<file path="src/rtl/instruction_fetch_if.sv">
// Instruction-memory port of the fetch stage.
// Handshake: the fetch side holds imemReq high with a stable imemAddr for every
// cycle it waits for a word; the memory answers by raising imemAck for exactly the
// cycle in which imemData carries that word. A cycle with imemReq low has no
// transaction, so any imemAck seen then is meaningless and is discarded.
interface instruction_fetch_if;
    logic        imemReq;
    logic [31:0] imemAddr;
    logic        imemAck;
    logic [31:0] imemData;

    modport master (output imemReq, output imemAddr, input imemAck, input imemData);
    modport slave  (input imemReq, input imemAddr, output imemAck, output imemData);
endinterface

</file>
<file path="src/rtl/instruction_fetch.sv">
// Fetch stage: owns the PC, fetches one word per instruction over the imem
// handshake, holds it for decode until advance, then picks the next PC
// (jump > branch > sequential). Memory timeouts and misaligned branch targets
// park the block in a sticky fault state that only reset clears.
module instruction_fetch #(
    parameter logic [31:0] RESET_PC       = 32'h0000_0000,
    parameter int          TIMEOUT_CYCLES = 16
) (
    input  logic                       clk,
    input  logic                       reset,
    input  logic                       advance,
    input  logic                       branchTaken,
    input  logic [31:0]                branchTarget,
    input  logic                       jump,
    input  logic [25:0]                jumpTarget,
    instruction_fetch_if.master        imem,
    output logic [31:0]                instruction,
    output logic [31:0]                pc,
    output logic [31:0]                pcPlus4,
    output logic                       instrValid,
    output logic                       fetchFault,
    output logic [1:0]                 o_dbg_state
);

    typedef enum logic [1:0] {
        S_START = 2'd0,
        S_FETCH = 2'd1,
        S_VALID = 2'd2,
        S_FAULT = 2'd3
    } state_t;

    // Counter value on the last FETCH cycle allowed before declaring a timeout.
    localparam logic [7:0] LP_CNT_LAST = 8'(TIMEOUT_CYCLES - 1);

    state_t      r_state, w_state_nxt;
    logic [31:0] r_pc, w_pc_nxt;
    logic [31:0] r_instr, w_instr_nxt;
    logic [7:0]  r_cnt, w_cnt_nxt;
    logic [31:0] w_pc_plus4;
    logic [31:0] w_jump_pc;

    assign w_pc_plus4 = r_pc + 32'd4;
    assign w_jump_pc  = {w_pc_plus4[31:28], jumpTarget, 2'b00};

    // State, PC, held instruction and timeout counter registers.
    always_ff @(posedge clk or negedge reset) begin
        if (!reset) begin
            r_state <= S_START;
            r_pc    <= RESET_PC;
            r_instr <= 32'h0;
            r_cnt   <= 8'h0;
        end else begin
            r_state <= w_state_nxt;
            r_pc    <= w_pc_nxt;
            r_instr <= w_instr_nxt;
            r_cnt   <= w_cnt_nxt;
        end
    end

    // Next-state logic: capture on ack, time out without one, select next PC on advance.
    always_comb begin
        w_state_nxt = r_state;
        w_pc_nxt    = r_pc;
        w_instr_nxt = r_instr;
        w_cnt_nxt   = r_cnt;
        case (r_state)
            S_START: w_state_nxt = S_FETCH;
            S_FETCH: begin
                if (imem.imemAck) begin
                    w_instr_nxt = imem.imemData;
                    w_cnt_nxt   = 8'h0;
                    w_state_nxt = S_VALID;
                end else if (r_cnt == LP_CNT_LAST) begin
                    w_state_nxt = S_FAULT;
                end else begin
                    w_cnt_nxt = r_cnt + 8'd1;
                end
            end
            S_VALID: begin
                if (advance) begin
                    if (jump) begin
                        w_pc_nxt    = w_jump_pc;
                        w_state_nxt = S_FETCH;
                    end else if (branchTaken) begin
                        // A misaligned target is never loaded; the PC keeps pointing at the
                        // offending branch so the fault can be traced.
                        if (branchTarget[1:0] != 2'b00) begin
                            w_state_nxt = S_FAULT;
                        end else begin
                            w_pc_nxt    = branchTarget;
                            w_state_nxt = S_FETCH;
                        end
                    end else begin
                        w_pc_nxt    = w_pc_plus4;
                        w_state_nxt = S_FETCH;
                    end
                end
            end
            S_FAULT: w_state_nxt = S_FAULT;
            default: w_state_nxt = S_START;
        endcase
    end

    // Outputs decode straight from the state register so reset clears them at once.
    assign imem.imemReq  = (r_state == S_FETCH);
    assign imem.imemAddr = r_pc;
    assign instruction   = r_instr;
    assign pc            = r_pc;
    assign pcPlus4       = w_pc_plus4;
    assign instrValid    = (r_state == S_VALID);
    assign fetchFault    = (r_state == S_FAULT);
    assign o_dbg_state   = r_state;

endmodule

</file>
<file path="src/flat_wrapper.sv">
// flat-port wrapper written by rule: the top's interface ports become plain ports
module instruction_fetch_flat 
#(
    parameter logic [31:0] RESET_PC       = 32'h0000_0000,
    parameter int          TIMEOUT_CYCLES = 16
)
  (clk, reset, advance, branchTaken, branchTarget, jump, jumpTarget, instruction, pc, pcPlus4, instrValid, fetchFault, o_dbg_state, imem_imemReq, imem_imemAddr, imem_imemAck, imem_imemData);
  instruction_fetch_if imem_i ();
  input  logic clk;
  input  logic reset;
  input  logic advance;
  input  logic branchTaken;
  input  logic [31:0] branchTarget;
  input  logic jump;
  input  logic [25:0] jumpTarget;
  output logic [31:0] instruction;
  output logic [31:0] pc;
  output logic [31:0] pcPlus4;
  output logic instrValid;
  output logic fetchFault;
  output logic [1:0] o_dbg_state;
  output wire logic [$bits(imem_i.imemReq)-1:0] imem_imemReq;
  output wire logic [$bits(imem_i.imemAddr)-1:0] imem_imemAddr;
  input wire logic [$bits(imem_i.imemAck)-1:0] imem_imemAck;
  input wire logic [$bits(imem_i.imemData)-1:0] imem_imemData;
  assign imem_imemReq = imem_i.imemReq;
  assign imem_imemAddr = imem_i.imemAddr;
  assign imem_i.imemAck = imem_imemAck;
  assign imem_i.imemData = imem_imemData;
  instruction_fetch #(.RESET_PC(RESET_PC), .TIMEOUT_CYCLES(TIMEOUT_CYCLES)) u_core (.clk(clk), .reset(reset), .advance(advance), .branchTaken(branchTaken), .branchTarget(branchTarget), .jump(jump), .jumpTarget(jumpTarget), .imem(imem_i), .instruction(instruction), .pc(pc), .pcPlus4(pcPlus4), .instrValid(instrValid), .fetchFault(fetchFault), .o_dbg_state(o_dbg_state));
endmodule
</file>
<file path="config.mk">
export PLATFORM = sky130hd
export DESIGN_NAME = instruction_fetch_flat
export DESIGN_NICKNAME = d
export VERILOG_FILES = /design/src/rtl/instruction_fetch_if.sv /design/src/rtl/instruction_fetch.sv /design/src/flat_wrapper.sv
export SDC_FILE = /design/constraint.sdc
export NUM_CORES = 1
export LEC_CHECK = 0
export ABC_AREA = 1
export CAP_MARGIN = 20
export CORE_MARGIN = 8
export CORE_UTILIZATION = 41
export CTS_CLUSTER_SIZE = 25
export DETAILED_ROUTE_END_ITERATION = 12
export PLACE_DENSITY = 0.92
export SYNTH_ARGS = -nofsm -noshare
export SYNTH_HDL_FRONTEND = slang
export SYNTH_SLANG_ARGS = --single-unit
</file>
<file path="constraint.sdc">
create_clock -name clk -period 1.8 [get_ports clk]
set_input_delay 0.27 -clock clk [delete_from_list [all_inputs] [get_ports clk]]
set_output_delay 0.27 -clock clk [all_outputs]
set_load 0.01 [all_outputs]
</file>
==> impl_results.md <==
- Outcome: complete, but fails checks
- Failing checks: negative setup slack
- CTS root buf: clkbuf_8
- Slew Limit Fails: 0
- Net Count, Synth: 730
- PnR worst setup slack: -0.571 ns
- Final wirelength: 22700 um
- Reg2reg start: u_core.imem.imemAddr[2]
- Final hold vios: 0
- Mapped Cells: 632
- P&R area growth vs syn: 85.2%
- Most common library cell in the layout ignoring fill and taps: nand2_1
- Grt ovf: 0
- Die X-Extent: 122 um
- Largest net degree at the start of global routing: 40
- Critical path data required time: 1.53 ns
- First-pass GRT wire length: 30400 um
- Non-Filler Instances: 1093
- CP startpoint kind: flop
- Mapped cell area: 0.00459 mm^2
- Ports: 229
- H-Tree Depth: 3
- Pwr dens: 1640 mW/mm^2
- Power, Total: 13.9 mW
- Remaining DRCs: 0
- Avg WL per Cell: 20.7 um
- RD Place Congestion: 0.916
- Core area: 0.0109 mm^2
- Rel. slew slack: 68.7%
- GRT Total Usage: 26.0%
- RSZ-0062 raised after global routing: true
- Synthesized area per cell: 7.26 um^2
- Via count: 5958
- Hold/Removal Path Class: input port to asynchronous set/reset pin
- DRT Pass-1 Iters: 5
- Setup_tns: -9.23 ns
- Die area: 0.0148 mm^2
- Crit path arrival time: 2.10 ns
- Worst flop-to-flop path endpoint: u_core.imem.imemAddr[19]
- Setup slack after placement: -0.308 ns
- Syn. warnings: 0
- Worst-Skew Late Latency: 0.36 ns
- Antenna violations before repair: 0
- Max frequency: 422 MHz
- Largest fanout on the critical path: 3
- Rows: 38
- Skew final: 0.0141 ns
- Final min period: 2.37 ns
- Fill count: 664
- Synth Register Bits: 74
- CTS Sinks: 74
- Commonest cells after routing, fill and taps aside: nand2_1, clkdlybuf4s50_1, buf_4, nor2_1, dfrtp_1
- VDD IR max: 0.000884 V
- R2r worst-path depth: 10
- Leakage: 4.11 nW
- Bufs on Longest Clock Path: 2
- CP Launch Point: u_core.imem.imemAddr[2]
- Post-Place Cells: 1027
- Final nets: 1046
- Hpwl dp: 13900 um
- Starting Density: 42.1%
- # diodes: 0
- Fin crit share: 132%
- Netlist cell types: 34
- Share of layout cells above drive strength 1: 29.7%
- MaxCap Viol Count: 0
- Worst-path clk slew: 0.08 ns
- CP endpoint: pcPlus4[19]
- Sequential area share after synthesis: 40.4%
- Reg2reg setup slack: -0.21 ns
- Cts bufs inserted: 9
- WS Path Type: flop to output pin
- Die Y: 122 um
- Antenna viol nets, final: 0
- DR vias/cell: 5.45
- Tightest Pin Transition: 0.470 ns
- Final setup violation count: 35
- Vias in the first global route: 5927
- Worst Hold Slack: 0.409 ns
- Clock tree from TritonCTS: done
- PortBufs: 228
- DR iter-0 viols: 499
- Worst setup EP type: output pin
==> layer usage <==
metal / vias up / routed length, um / track usage [%]
li1: 2589 / - / -
met1: 2799 / 7570 / 26.3
met2: 439 / 10900 / 45.6
met3: 131 / 2790 / 10.5
met4: 0 / 1350 / 13.4
met5: - / 0 / 0
==> cell type report <==
type	instances	area (um^2)	share of cell area (%)
clock buffer	9	124	1.46
clock inverter	7	101	1.19
inverter	38	148	1.74
multi-input combinational	467	2720	32.1
sequential	74	1860	21.9
tap	140	175	2.06
timing repair buffer	358	3370	39.6
==> cell usage after synthesis (all sizes together) <==
cell type	instances	share of area, %
or2	1	0.14
nand3	27	2.9
clkinv	1	0.082
buf	43	7.0
a221oi	1	0.19
o21bai	1	0.16
clkbuf	10	0.82
a41oi	4	1.1
nand2	230	19
o21ai	12	1.6
inv	37	3.0
a22oi	1	0.16
xnor2	8	1.5
nor2	106	10
and2	9	1.2
a21oi	23	2.5
a22o	22	4.2
o22ai	2	0.27
dfrtp	74	40
nor3	3	0.33
xor2	9	1.9
nand3b	6	0.98
ha	2	0.55
==> power by group <==
part | internal (mW) | switching, mW
sequential | 2.38 | 0.656
clock | 0.789 | 0.685
combinational | 4.77 | 4.62
==> logic make-up after synthesis <==
kind of cell / count (synthesis) / share of synthesized area, %
and+or+nand+nor: 382 / 34.6
buffers and inverters: 91 / 10.9
DFF: 74 / 40.4
AOI/OAI and AO/OA: 66 / 10.2
xor gates and xnor gates: 17 / 3.41
adders and majority gates: 2 / 0.546
==> how the worst min path moves through the flow <==
stage / depth (start not counted) / startpoint / endpoint / slack [ns]
detailed placement: 1 / reset / u_core.instruction[31] / 0.26
global route: 3 / imem_imemData[12] / u_core.instruction[12] / 0.44
finish: 2 / reset / u_core.o_dbg_state[0] / 0.41
floorplan: 0 / reset / u_core.imem.imemAddr[0] / -0.03
global placement: 1 / reset / u_core.instruction[31] / 0.26
CTS: 2 / reset / u_core.imem.imemAddr[1] / 0.41
==> state kept, by name, indices dropped and copies added, names as in the netlist <==
signal	flops
u_core.imem.imemAddr	32
u_core.instruction	32
u_core.o_dbg_state	2
u_core.r_cnt	8
==> worst max-delay path, cell delays in order (launching register included) <==
cell and delay, ns:
dfrtp_1 0.40, buf_6 0.13, inv_4 0.04, nor2_4 0.14, nand3b_1 0.33, buf_6 0.26
nor2_4 0.10, nand2_2 0.08, and2_4 0.15, buf_6 0.12
==> through the flow <==
stage / area (um^2) / utilization (%)
3_5_place_dp: 7350 / 67.5
3_3_place_gp: 7350 / 67.5
5_1_grt: 8490 / 78.0
6_report: 8490 / 78.0
4_1_cts: 8070 / 74.1
2_1_floorplan: 4590 / -
==> repair_timing <==
action                                 in CTS  in global routing
resized for setup                         227                 83
endpoints found under the hold margin      35                  0
setup endpoints to repair                  32                 54
cloned                                      0                  0
pin swaps                                  38                 34
hold buffers                                1                  0
setup buffers                              34                 23
Note: power is estimated with default switching activity, not from simulation.
==> edit 1 (same settings) <==
One comparison of `r_cnt` changes from == to >=.
--- a/src/rtl/instruction_fetch.sv
+++ b/src/rtl/instruction_fetch.sv
@@ -70,7 +70,7 @@
                     w_instr_nxt = imem.imemData;
                     w_cnt_nxt   = 8'h0;
                     w_state_nxt = S_VALID;
-                end else if (r_cnt == LP_CNT_LAST) begin
+                end else if (r_cnt >= LP_CNT_LAST) begin
                     w_state_nxt = S_FAULT;
                 end else begin
                     w_cnt_nxt = r_cnt + 8'd1;
Formal check against the unedited RTL: same outputs for any inputs over 4 cycles, from zero or initial values and one cycle with reset low; that may be too few to reach the edited logic, so the function may still have changed.
==> edit 1 against the original RTL <==
- the run still ends with setup timing left
- clock skew fell by 3.3 ps
- non-clock buffer count shrank 18
- cell area down 3.8%
- sequential cell count unchanged
- synthesized area decreased by 1.4%
- core utilization shrank 2.3 points
- worst setup slack improved by 180 ps
- die area decreased by 1.2%
- routed wire length is 15% lower
- total power up 1.2%
- critical endpoint is now pcPlus4[20]
- largest cell class unchanged
==> edit 1: results (changes against the original RTL) <==
metric,value,unit,change
status,"complete, but fails checks",,
failing checks,setup timing,,
final std cells w/o fill,992,,-9.2%
WL met3,1530,um,-45%
dpl ws,-306,ps,+1.42 ps
GR Util met3,0.0517,,-0.0534
register area share after synthesis,0.410,,+0.00570
Fill cells,691,,+4.1%
largest net degree at the start of global routing,34,,-15%
Post-DP Area,7210,sq um,-1.8%
DP Cell Count,930,,-9.4%
setup violators final,30,,-14%
met2 Track Usage GR,0.435,,-0.0205
slew margin rel.,0.715,,+0.0281
gpl congestion,0.909,,-0.79%
# nets final,945,,-9.7%
Clk pwr share,0.125,,+0.019
Lkg Pwr,3.84,nW,-6.7%
worst setup margin,-395,ps,+176 ps
DR vias,5217,,-12%
met1 usage,0.249,,-0.0135
post-DP HPWL,13100,um,-5.9%
top post-synthesis cells by count,"nand2_1, nor2_1, dfrtp_1, buf_4, inv_1",,
Tot GR Track Use,0.234,,-0.0268
multi-input logic area,2500,sq um,-8.4%
wl on met1,6630,um,-12%
setup tns final,-7270,ps,+1960 ps
largest cells by area after synthesis,"dfrtp_1, nand2_1, mux2_2",,
pwr/cell area,1720,nW/um^2,+5.2%
## edit 1: changes by cell type after synthesis, moves of 4 or more
cell | unedited run | this run
mux2_2 | 0 | 32
nand2_2 | 1 | 6
nand2_1 | 229 | 124
buf_2 | 6 | 10
clkbuf_1 | 10 | 4
xor2_1 | 8 | 4
## edit 1: layout make-up
class                      count  area share
inverter                      36      0.0171
clock buffer                  10      0.0156
tap                          140      0.0214
sequential                    74       0.227
clock inverter                 6      0.0168
multi-input combinational    386       0.305
timing repair buffer         340       0.397
## edit 1: critical path, cell delays in order (launching register included)
cell and delay [ps]:
dfrtp_1 460, buf_6 150, nand2_4 60, nor2_4 140
nand3b_1 180, o21ai_1 260, and2_1 180, buf_2 140
## edit 1: final timing paths
kind / from / endpoint / slack (ps)
max in group asynchronous: reset / u_core.instruction[15]$_DFFE_PN0P_ / 850
hold reg to reg: u_core.r_cnt[5]$_DFFE_PN0P_ / u_core.r_cnt[5]$_DFFE_PN0P_ / 480
min in group clk: u_core.r_cnt[5]$_DFFE_PN0P_ / u_core.r_cnt[5]$_DFFE_PN0P_ / 480
hold / removal: reset / u_core.instruction[30]$_DFFE_PN0P_ / 420
setup reg to reg: u_core.imem.imemAddr[3]$_DFFE_PN0P_ / u_core.imem.imemAddr[21]$_DFFE_PN0P_ / -360
setup / recovery: u_core.imem.imemAddr[4]$_DFFE_PN0P_ / pcPlus4[20] / -390
## edit 1: repair_timing
action | in CTS | in global routing
setup buffers | 23 | 24
endpoints found under the hold margin | 31 | 0
pin swaps | 33 | 22
hold buffers | 1 | 0
gates resized for setup | 175 | 70
endpoints found under the setup margin | 32 | 35
## edit 1: cell families after synthesis
kind of cell | share of synthesized area
fa+ha+maj | 0.00553
flops | 0.410
xor+xnor | 0.0340
buf+inv | 0.105
simple gates | 0.275
compound gates | 0.0916
mux | 0.0797
==> edit 2 (config.mk and constraints unchanged) <==
Without the edit above. `TIMEOUT_CYCLES` is set to 16 in 2 places; all go to 12.
--- a/src/rtl/instruction_fetch.sv
+++ b/src/rtl/instruction_fetch.sv
@@ -4,7 +4,7 @@
 // park the block in a sticky fault state that only reset clears.
 module instruction_fetch #(
     parameter logic [31:0] RESET_PC       = 32'h0000_0000,
-    parameter int          TIMEOUT_CYCLES = 16
+    parameter int          TIMEOUT_CYCLES = 12
 ) (
     input  logic                       clk,
     input  logic                       reset,
--- a/src/flat_wrapper.sv
+++ b/src/flat_wrapper.sv
@@ -2,7 +2,7 @@
 module instruction_fetch_flat 
 #(
     parameter logic [31:0] RESET_PC       = 32'h0000_0000,
-    parameter int          TIMEOUT_CYCLES = 16
+    parameter int          TIMEOUT_CYCLES = 12
 )
   (clk, reset, advance, branchTaken, branchTarget, jump, jumpTarget, instruction, pc, pcPlus4, instrValid, fetchFault, o_dbg_state, imem_imemReq, imem_imemAddr, imem_imemAck, imem_imemData);
   instruction_fetch_if imem_i ();
Function: same outputs for any inputs over 4 cycles, from zero or initial values and one cycle with reset low; that may be too few to reach the edited logic, so the function may still have changed.
==> edit 2 against the original RTL <==
- the flow still finishes with violations (setup timing)
- clock skew fell by 6.6 ps
- synthesized area rose by 2.6%
- largest power group unchanged
- combinational power fell by 3.7%
- cell area rose by 0.71%
- fmax rose by 5.5%
- sequential cell count did not move
- worst setup slack improved by 120 ps
- register-to-register slack improved by 140 ps
- routed wire length fell by 9.4%
- total power rose by 0.48%
- sequential share of layout area fell by 0.14 points
==> edit 2: results (changes against the original RTL) <==
metric,value,unit,change
top post-synthesis cells by count,"nand2_1, nor2_1, dfrtp_1, buf_4, inv_1",,
Fin Hold WS,374,ps,-34.5 ps
status,"complete, but fails checks",,
DRT iter0 DRCs,420,,-16%
post-DP HPWL,13000,um,-6.0%
setup violators final,29,,-17%
Setup crit end,pcPlus4[26],,
worst setup path startpoint,u_core.imem.imemAddr[3]$_DFFE_PN0P_,,
r2r endpoint,u_core.imem.imemAddr[28]$_DFFE_PN0P_,,
failing checks,setup timing,,
register area share after synthesis,0.394,,-0.0101
clk root buf,clkbuf_16,,
IR Drop Worst-Case VDD,941,uV,+6.5%
Lkg Pwr,4.11,nW,about the same
R2R Setup Slk,-70,ps,+140 ps
"Max FO, Critical Path",4,,+1
DR vias,5725,,-3.9%
wire per inst,18.9,um,-8.8%
antenna violations before repair,1,,+1
CP arrival,1980,ps,-120 ps
largest cells by area after synthesis,"dfrtp_1, nand2_1, nor2_1",,
proportion of layout cells with a drive suffix above 1,0.312,,+0.0148
gpl congestion,0.875,,-4.6%
dpl ws,-303,ps,+4.99 ps
drt via density,5.27,,-3.3%
worst setup margin,-448,ps,+123 ps
vias in the first global route,5792,,-2.3%
htree depth,3,,unchanged
synth unique cells,35,,+2.9%
largest net degree at the start of global routing,37,,-7.5%
global-route wire length before repair,28700,um,-5.5%
Fill cells,746,,+12%
syn avg cell area,7.44,sq um,+2.6%
clk_skew,7.44,ps,-6.62 ps
DP Cell Count,1021,,-0.58%
FF-to-FF Start,u_core.imem.imemAddr[12]$_DFFE_PN0P_,,
slew margin rel.,0.661,,-0.0258
Skew-Pair Late Insertion Delay,330,ps,-30 ps
Clock transition at path regs,60,ps,-20 ps
DR pass1 iterations,6,,+1
==> edit 2: repair_timing <==
action                                  4_1_cts  5_1_grt
pin swaps                                    43       58
setup buffers                                34       24
endpoints found under the setup margin       32       41
hold buffers                                  1        0
resized for setup                           202       82
endpoints found under the hold margin        16        0
==> edit 2: cell families after synthesis <==
| family | Yosys count | synth area share |
|---|---|---|
| buffers and inverters | 94 | 0.109 |
| xor gates and xnor gates | 17 | 0.0396 |
| and+or+nand+nor | 382 | 0.360 |
| DFF | 74 | 0.394 |
| AOI/OAI and AO/OA | 63 | 0.0918 |
| adders and majority gates | 2 | 0.00532 |
==> edit 2: metrics by stage <==
stage | setup TNS, ps | area, sq um | util
after floorplan | 0 | 4700 | -
after CTS | -4230 | 8130 | 0.718
final | -6870 | 8550 | 0.756
after detailed placement | -5520 | 7400 | 0.653
after global placement | -4780 | 7400 | 0.653
after global routing | -9060 | 8550 | 0.756
==> edit 2: cell type report <==
cell class	instances	area (sq um)	share of cell area
clock inverter	5	52.6	0.00614
sequential	74	1860	0.217
timing repair buffer	348	3300	0.386
multi-input combinational	464	2760	0.322
tap	143	179	0.0209
inverter	41	159	0.0186
clock buffer	11	253	0.0295
==> edit 2: power by group <==
part | leakage [nW] | switching (mW) | internal [mW]
clock | 0.151 | 0.704 | 1.14
sequential | 0.898 | 0.679 | 2.40
combinational | 3.06 | 4.34 | 4.70
==> edit 2: layer usage <==
layer	vias to the layer above	track usage	routed length [um]
met5	-	0	9
met4	2	0.116	1020
met3	99	0.0863	2260
met2	378	0.433	10200
met1	2685	0.246	7050
li1	2561	-	-
==> edit 2: worst reg2reg max path: cells and delay by family, from the launching register on <==
family / cells / cell delay, ps
buffers and inverters: 5 / 490
AND/OR/NAND/NOR: 9 / 870
flip-flops: 1 / 400
